### src/rtl/uart_tx_arbiter_if.sv
// Requester-side byte-stream bus of uart_tx_arbiter: one valid/data/last/ready lane per requester.
interface uart_tx_arbiter_if #(
  parameter int unsigned N_REQ = 4
);
  logic [N_REQ-1:0]   req_valid;
  logic [8*N_REQ-1:0] req_data;
  logic [N_REQ-1:0]   req_last;
  logic [N_REQ-1:0]   req_ready;

  modport master (output req_valid, output req_data, output req_last, input req_ready);
  modport slave  (input req_valid, input req_data, input req_last, output req_ready);
endinterface

### src/rtl/uart_tx_arbiter.sv
// Round-robin packet arbiter sharing the uart_core transmit path, with idle timeout and
// one write pulse per byte paced on the core's tx_ready handshake.
module uart_tx_arbiter #(
  parameter int unsigned N_REQ     = 4,
  parameter int unsigned TIMEOUT_W = 16
) (
  input  logic                 clk_i,
  input  logic                 rst_n_i,
  input  logic                 enable_i,
  input  logic [TIMEOUT_W-1:0] timeout_i,
  uart_tx_arbiter_if.slave     req,
  output logic [N_REQ-1:0]     grant_o,
  output logic                 busy_o,
  output logic                 timeout_evt_o,
  input  logic                 tx_ready_i,
  output logic [7:0]           tx_data_o,
  output logic                 data_write_en_o
);

  localparam int unsigned IW = $clog2(N_REQ);
  typedef logic [IW-1:0] idx_t;
  typedef enum logic [1:0] {IDLE, GRANT, ACK} state_t;

  state_t               state, state_n;
  idx_t                 owner, owner_n, rr_ptr, rr_n, pick, cand, owner_inc;
  logic                 found, to_hit, accept;
  logic [TIMEOUT_W-1:0] cnt, cnt_n;
  logic                 last_q, last_n;
  logic [N_REQ-1:0]     grant_n, ready;
  logic [7:0]           data_n;
  logic                 we_n, evt_n;

  // First valid requester at or after rr_ptr, with wrap-around.
  always_comb begin
    pick  = '0;
    cand  = '0;
    found = 1'b0;
    for (int unsigned i = 0; i < N_REQ; i++) begin
      cand = idx_t'((32'(rr_ptr) + i) % N_REQ);
      if (!found && req.req_valid[cand]) begin
        found = 1'b1;
        pick  = cand;
      end
    end
  end

  assign owner_inc = (32'(owner) == N_REQ - 1) ? '0 : owner + 1'b1;
  assign to_hit    = (state == GRANT) && (timeout_i != '0) && (cnt == timeout_i);
  assign busy_o    = (state != IDLE);

  // Ready is suppressed when the grant is about to be dropped so no byte is lost.
  always_comb begin
    ready = '0;
    if (state == GRANT && enable_i && !to_hit)
      ready[owner] = req.req_valid[owner] & tx_ready_i;
  end

  assign req.req_ready = ready;
  assign accept        = |ready;

  always_comb begin
    state_n = state;
    owner_n = owner;
    rr_n    = rr_ptr;
    grant_n = grant_o;
    cnt_n   = cnt;
    last_n  = last_q;
    data_n  = tx_data_o;
    we_n    = 1'b0;
    evt_n   = 1'b0;
    if (!enable_i) begin
      state_n = IDLE;
      grant_n = '0;
      cnt_n   = '0;
    end else begin
      unique case (state)
        IDLE: begin
          if (found) begin
            owner_n        = pick;
            grant_n        = '0;
            grant_n[pick]  = 1'b1;
            cnt_n          = '0;
            state_n        = GRANT;
          end
        end
        GRANT: begin
          if (to_hit) begin
            state_n = IDLE;
            grant_n = '0;
            rr_n    = owner_inc;
            evt_n   = 1'b1;
          end else if (accept) begin
            data_n  = req.req_data[32'(owner)*8 +: 8];
            we_n    = 1'b1;
            last_n  = req.req_last[owner];
            cnt_n   = '0;
            state_n = ACK;
          end else if (!req.req_valid[owner] && cnt != '1) begin
            // Only owner idleness counts; core back-pressure holds the counter.
            cnt_n = cnt + 1'b1;
          end
        end
        ACK: begin
          if (last_q) begin
            state_n = IDLE;
            grant_n = '0;
            rr_n    = owner_inc;
          end else begin
            state_n = GRANT;
          end
        end
        default: state_n = IDLE;
      endcase
    end
  end

  always_ff @(posedge clk_i or negedge rst_n_i) begin
    if (!rst_n_i) begin
      state           <= IDLE;
      owner           <= '0;
      rr_ptr          <= '0;
      grant_o         <= '0;
      cnt             <= '0;
      last_q          <= 1'b0;
      tx_data_o       <= '0;
      data_write_en_o <= 1'b0;
      timeout_evt_o   <= 1'b0;
    end else begin
      state           <= state_n;
      owner           <= owner_n;
      rr_ptr          <= rr_n;
      grant_o         <= grant_n;
      cnt             <= cnt_n;
      last_q          <= last_n;
      tx_data_o       <= data_n;
      data_write_en_o <= we_n;
      timeout_evt_o   <= evt_n;
    end
  end

endmodule

### src/flat_wrapper.sv
// flat-port wrapper written by rule: the top's interface ports become plain ports
module uart_tx_arbiter_flat 
#(
  parameter int unsigned N_REQ     = 4,
  parameter int unsigned TIMEOUT_W = 16
)
  (clk_i, rst_n_i, enable_i, timeout_i, grant_o, busy_o, timeout_evt_o, tx_ready_i, tx_data_o, data_write_en_o, req_req_valid, req_req_data, req_req_last, req_req_ready);
  uart_tx_arbiter_if #(.N_REQ(N_REQ)) req_i ();
  input  logic clk_i;
  input  logic rst_n_i;
  input  logic enable_i;
  input  logic [TIMEOUT_W-1:0] timeout_i;
  output logic [N_REQ-1:0] grant_o;
  output logic busy_o;
  output logic timeout_evt_o;
  input  logic tx_ready_i;
  output logic [7:0] tx_data_o;
  output logic data_write_en_o;
  input wire logic [$bits(req_i.req_valid)-1:0] req_req_valid;
  input wire logic [$bits(req_i.req_data)-1:0] req_req_data;
  input wire logic [$bits(req_i.req_last)-1:0] req_req_last;
  output wire logic [$bits(req_i.req_ready)-1:0] req_req_ready;
  assign req_i.req_valid = req_req_valid;
  assign req_i.req_data = req_req_data;
  assign req_i.req_last = req_req_last;
  assign req_req_ready = req_i.req_ready;
  uart_tx_arbiter #(.N_REQ(N_REQ), .TIMEOUT_W(TIMEOUT_W)) u_core (.clk_i(clk_i), .rst_n_i(rst_n_i), .enable_i(enable_i), .timeout_i(timeout_i), .req(req_i), .grant_o(grant_o), .busy_o(busy_o), .timeout_evt_o(timeout_evt_o), .tx_ready_i(tx_ready_i), .tx_data_o(tx_data_o), .data_write_en_o(data_write_en_o));
endmodule
### config.mk
export PLATFORM = sky130hd
export DESIGN_NAME = uart_tx_arbiter_flat
export DESIGN_NICKNAME = d
export VERILOG_FILES = /design/src/rtl/uart_tx_arbiter_if.sv /design/src/rtl/uart_tx_arbiter.sv /design/src/flat_wrapper.sv
export SDC_FILE = /design/constraint.sdc
export NUM_CORES = 1
export LEC_CHECK = 0
export CORE_UTILIZATION = 48
export DETAILED_ROUTE_END_ITERATION = 8
export GPL_TIMING_DRIVEN = 0
export HOLD_SLACK_MARGIN = 0.02
export PLACE_DENSITY = 0.79
export RECOVER_POWER = 100
export SLEW_MARGIN = 40
export SYNTH_ARGS = -nofsm -noshare
export SYNTH_HDL_FRONTEND = slang
export SYNTH_SLANG_ARGS = --single-unit
### constraint.sdc
create_clock -name clk_i -period 3.9 [get_ports clk_i]
set_clock_uncertainty 0.1 [all_clocks]
set_input_delay 0.39 -clock clk_i [delete_from_list [all_inputs] [get_ports clk_i]]
set_output_delay 0.39 -clock clk_i [all_outputs]
set_load 0.02 [all_outputs]
; ---- Word-level counts from Yosys, hierarchy flattened
; Cells that the tools add are included.
[word_totals]
ram_bits = 0
reg_bits = 37
latchBits = 0
mem_bits_ro = 0
n_memories = 0
wordCells = 120
[classes]
muxes = 53
bitwise_logic = 3
n_eq_ne = 15
multipliers = 0
n_lt_le_gt_ge = 8
n_div = 0
addsub = 5
n_shift = 1
n_reduce_logical = 26
[op_table]
columns = operator, n
row1 = two-way mux 16 bit, 5
row2 = one-hot mux 16 bit (2 select lines), 1
row3 = variable part select 32 x 6 -> 8 bit, 1
row4 = two-way mux 2 bit, 11
row5 = two-way mux 1 bit, 20
row6 = two-way mux 4 bit, 5
row7 = < comparator 2 x 3 -> 1 bit (second input constant), 6
row8 = adder 16 x 1 -> 16 bit (second input constant), 1
row9 = equality test 16 bit, 1
row10 = != test 16 bit (second input constant), 1
row11 = AND reduction 4 bit, 4
row12 = nonzero test 16 bit, 1
row13 = binary-select mux 1 bit (select 2 bit), 6
row14 = one-hot mux 4 bit (3 select lines), 1
row15 = logical AND 1 bit, 10
row16 = != test 3 x 2 -> 1 bit (second input constant), 3
row17 = one-hot mux 2 bit (3 select lines), 1
row18 = zero test 1 bit, 5
row19 = adder 2 x 1 -> 2 bit (second input constant), 2
row20 = adder 2 bit (second input constant), 2
row21 = bitwise AND 4 bit, 1
row22 = demux 1 bit (select 2 bit), 2
row23 = equality test 2 bit (second input constant), 2
row24 = >= comparator 2 x 1 -> 1 bit (second input constant), 2
row25 = 15 further kinds, 17

; ---- Logic depth before layout (Yosys ltp)
[depth]
depth_word = 19
mapped_depth = 9

; ---- Worst setup path after synthesis
; OpenSTA, ideal clock, no wires.
[synth_timing]
kind = register -> register
start = reg u_core.owner[0]
end = reg u_core.cnt[1]
arrival_ns = 2.655
setup_slack_ns = 1.020
synth_period_minus_slack_ns = 2.880
stages_incl_launch_ff = 9
t_required_ns = 3.675
path_cell_list = dfrtp_1 > buf_1 > inv_1 > ha_1 > or4_1 > nand3_1 > a21oi_2 > a21oi_2 > mux2_2
[synth_via]
elab_chain_cells = 11
[synth_rtl]
columns = element, line_no
row1 = from (decl), uart_tx_arbiter.sv:25  ; idx_t owner, owner_n, rr_ptr, rr_n, pick, cand, owner_inc;
row2 = from (signal assigned), uart_tx_arbiter.sv:130  ; owner <= owner_n;
row3 = < comparator 2 x 3 -> 1 bit (implied by the code) / >= comparator 2 x 1 -> 1 bit (equally long branches), uart_tx_arbiter.sv:55  ; ready[owner] = req.req_valid[owner] & tx_ready_i;
row4 = logical AND 1 bit (implied by the code), uart_tx_arbiter.sv:55
row5 = two-way mux 1 bit (implied by the code), uart_tx_arbiter.sv:55
row6 = demux 1 bit (select 2 bit), --
row7 = bitwise AND 4 bit (no source line), --
row8 = two-way mux 4 bit, uart_tx_arbiter.sv:54  ; if (state == GRANT && enable_i && !to_hit)
row9 = OR reduction 4 bit, uart_tx_arbiter.sv:59  ; assign accept = |ready;
row10 = two-way mux 16 bit, uart_tx_arbiter.sv:92  ; end else if (accept) begin
row11 = two-way mux 16 bit, uart_tx_arbiter.sv:87  ; if (to_hit) begin
row12 = one-hot mux 16 bit (2 select lines), uart_tx_arbiter.sv:76  ; unique case (state)
row13 = two-way mux 16 bit, uart_tx_arbiter.sv:71  ; if (!enable_i) begin
row14 = to (signal assigned), uart_tx_arbiter.sv:133  ; cnt <= cnt_n;
row15 = to (decl), uart_tx_arbiter.sv:27  ; logic [TIMEOUT_W-1:0] cnt, cnt_n;
; Several ways; a longest one is shown, not always the timed one. The select of a mux whose other input is x is not followed.
; A chain may end at the register's enable or synchronous reset.

; ---- Worst setup path after layout
[layout_timing]
start = in timeout_i[12]
end = out req_req_ready[3]
[layout_via]
elab_chain_cells = 6
[layout_rtl]
columns = element, line_no
row1 = from (decl), flat_wrapper.sv:12  ; input logic [TIMEOUT_W-1:0] timeout_i;
row2 = nonzero test 16 bit, uart_tx_arbiter.sv:48  ; assign to_hit = (state == GRANT) && (timeout_i != '0) && (cnt == timeout_i);
row3 = logical AND 1 bit, uart_tx_arbiter.sv:48
row4 = logical AND 1 bit (*), uart_tx_arbiter.sv:48
row5 = zero test 1 bit (*), uart_tx_arbiter.sv:54
row6 = logical AND 1 bit (*), uart_tx_arbiter.sv:54
row7 = two-way mux 4 bit (*), uart_tx_arbiter.sv:54
row8 = to (decl), flat_wrapper.sv:22  ; output wire logic [$bits(req_i.req_ready)-1:0] req_req_ready;
; Every way passes the cells marked *; elsewhere a longest branch is shown, timed or not.

==> flow_metrics.tcl <==
set metrics [dict create \
    hold_end "u_core.tx_data_o[2]" \
    p_per_area_mw_per_mm2 466 \
    slowest_stage "clkdlybuf4s50_1" \
    route.met3.wl_um 604 \
    p_total_mw 1.67 \
    setup-tns-final_ps 0 \
    yosys_most_used_dff "dfrtp_1" \
    arrival_ps 3180 \
    pre_cts_slack_ps 306 \
    crit_top_cell "and3_1" \
    reg2reg_to "u_core.cnt[5]" \
    synth-seq-cells 37 \
    drt-total-wl_um 6850 \
    overflow 0 \
    synth-edff-count 0 \
    required_ps 3410 \
    min_from "u_core.tx_data_o[2]" \
    clock_latency_ps 290 \
    violations "capacitance limit, slew limit" \
    fin_crit_sh 0.942 \
    hold_path_class "reg2reg" \
    grt_pass1_wl_um 11500 \
    htreeDepth 2 \
    antenna_found_initial 0 \
    worstMarginPinSlew_ps 1970 \
    setup_viol 0 \
    dp.final_hpwl_um 5220 \
    cp_cell_sequence "dlygate4sd3_1, nor4_1, nand4_1, and3_1, buf_6, a21oi_1, and3_1, and2_0, clkdlybuf4s50_1" \
    syn_to_final_growth_pct 35.0 \
    drc_errors 0 \
    nNetsFinal 427 \
    critical_path_class "in2out" \
    post_drt_via_cell_ratio 5.77 \
    vias 2469 \
    ios 79 \
    status "finished, violations left" \
    n_antenna_cell 0 \
    min_period_ps 3670 \
    clk_pin_slew_ps 70 \
    end_kind "output port" \
    drive_above_1_share 0.0838 \
    start_kind "input pin" \
    multi_input_area_sq_mm 0.00160 \
    dr.pass1.iters 4 \
    drtAntennaViolNets 0 \
    setup_ws_ps 226 \
    first_global_vias 2521 \
    reg2regPathDepth 9 \
    yosysWarnings 0 \
    post_dp_cell_area_sq_mm 0.00352 \
    final-seq-area_sq_um 926 \
    max_stage_delay_ps 620 \
    cts_made_buffers 5 \
    final_common_cell "clkdlybuf4s50_1" \
    route.met2.wl_um 3410 \
    layout_common_cells "clkdlybuf4s50_1, dfrtp_1, nand2_1, nor2_1, dlygate4sd3_1" \
    timing_hold_violations_final 0 \
    r2r_slack_ps 320 \
    max-vdd-ir-drop_uv 321 \
    finalMaxSlewViolations 38 \
    ys_seq_area_frac 0.349 \
    die_w_um 76.4 \
    maxCapViolations 1 \
    hold_ws_ps 386 \
    cts_root_buf "clkbuf_8" \
    routed.top_layer "met4" \
    rsz0062_at_grt "false" \
    wl_met1_um 2770 \
    timing.rr.start "u_core.owner[0]" \
    post-route-cell-area_sq_mm 0.00358 \
    die_h_um 76.4 \
    synthDistinctLibCells 49 \
    cts_tree "built" \
    synthArstFlopShare 1.00 \
    crit_path_max_fanout 8 \
    rows 26 \
    synthesis.nets 341 \
    track_usage 0.250 \
    relSlewSlack -0.313 \
    floorplan.initialDensity 0.510 \
    dieArea_sq_mm 0.00583 \
    coreArea_sq_mm 0.00520 \
    synth_area_sq_mm 0.00265 \
    grt_max_degree 38 \
    gp_congestion 0.870 \
    leakagePower_nw 1.52 \
    port_buffers 78 \
    numClockSinks 37 \
    synth_area_per_cell_sq_um 9.76 \
    fmax_mhz 272 \
    syn_inst 272 \
    fillers 420 \
    drtIter0Drc 284 \
    post_drt_wl_per_cell_um 16.0 \
    clock_path_buffers 2 \
    min_path_cells 1 \
]
[worst max-delay path by stage]
stage / start / end / slack, ps
global placement: timeout_i[2] / req_req_ready[0] / 320
floorplan: u_core.owner[0] / u_core.cnt[1] / 1020
finish: timeout_i[12] / req_req_ready[3] / 230
CTS: timeout_i[5] / req_req_ready[0] / 300
detailed placement: timeout_i[5] / req_req_ready[0] / 310
global route: timeout_i[12] / req_req_ready[1] / 60
[metal layers]
metal,vias up,global-route usage
met5,-,0
met4,0,0.0673
met3,7,0.0719
met2,108,0.432
met1,1183,0.304
li1,1171,-
[state kept, by name, summed over array words and instances (netlist names)]
name / cells
u_core.data_write_en_o: 1
u_core.last_q: 1
u_core.cnt: 16
u_core.tx_data_o: 8
u_core.timeout_evt_o: 1
u_core.state: 2
u_core.rr_ptr: 2
u_core.owner: 2
u_core.grant_o: 4
[Yosys cell counts, drive strengths merged, types with 2 or more instances]
master / count / area share
a211oi: 2 / 0.010
a21boi: 2 / 0.0071
a21oi: 5 / 0.012
a221o: 12 / 0.045
and2: 9 / 0.021
and3: 6 / 0.014
buf: 6 / 0.018
clkbuf: 8 / 0.011
dfrtp: 37 / 0.35
ha: 9 / 0.042
inv: 9 / 0.013
mux2: 13 / 0.055
mux2i: 5 / 0.019
mux4: 10 / 0.085
nand2: 27 / 0.038
nand3: 10 / 0.019
nand3b: 3 / 0.0085
nand4: 7 / 0.017
nor2: 24 / 0.037
nor2b: 5 / 0.012
nor3: 13 / 0.025
nor4: 9 / 0.021
o21ai: 7 / 0.013
or3: 2 / 0.0047
or4: 2 / 0.0071
xnor2: 8 / 0.026
xor2: 8 / 0.026
[layout make-up]
type	count	share of cell area
multi-input combinational	212	0.445
sequential	37	0.258
timing repair buffer	79	0.219
tap	70	0.0244
clock buffer	7	0.0241
buffer	14	0.0196
inverter	9	0.00943
[stage by stage]
step | util | instances
after global placement | 0.677 | 420
final | 0.688 | 428
after detailed placement | 0.676 | 420
after floorplan | - | 272
after global routing | 0.688 | 428
after CTS | 0.695 | 428
[report_power, final]
| group | switching [mW] | leakage (nW) | internal [mW] |
|---|---|---|---|
| registers | 0.0722 | 0.493 | 0.469 |
| clock network | 0.135 | 0.0443 | 0.140 |
| logic | 0.448 | 0.986 | 0.404 |
| total | 0.655 | 1.52 | 1.01 |
[timing repair]
action | 4_1_cts | 5_1_grt
hold buffers | 1 | 0
endpoints found under the setup margin | 0 | 0
resized for setup | 0 | 0
buffers inserted | 0 | 0
hold endpoints to repair | 37 | 0
[kinds of logic (layout without fill, tap and decap cells)]
logic type | count (synthesis) | after routing | synth area share
DFF | 37 | 37 | 0.349
muxes | 28 | 28 | 0.159
xor gates and xnor gates | 16 | 16 | 0.0528
adders and majority gates | 9 | 9 | 0.0424
buffers and inverters | 23 | 109 | 0.0420
and+or+nand+nor | 122 | 122 | 0.239
AOI/OAI and AO/OA | 37 | 37 | 0.116
[critical path: cells and delay by family]
family,cells,cell delay [ps]
buffers and inverters,3,1330
and+or+nand+nor,5,1000
AOI/OAI and AO/OA,1,460
(Power assumes the default switching activity.)
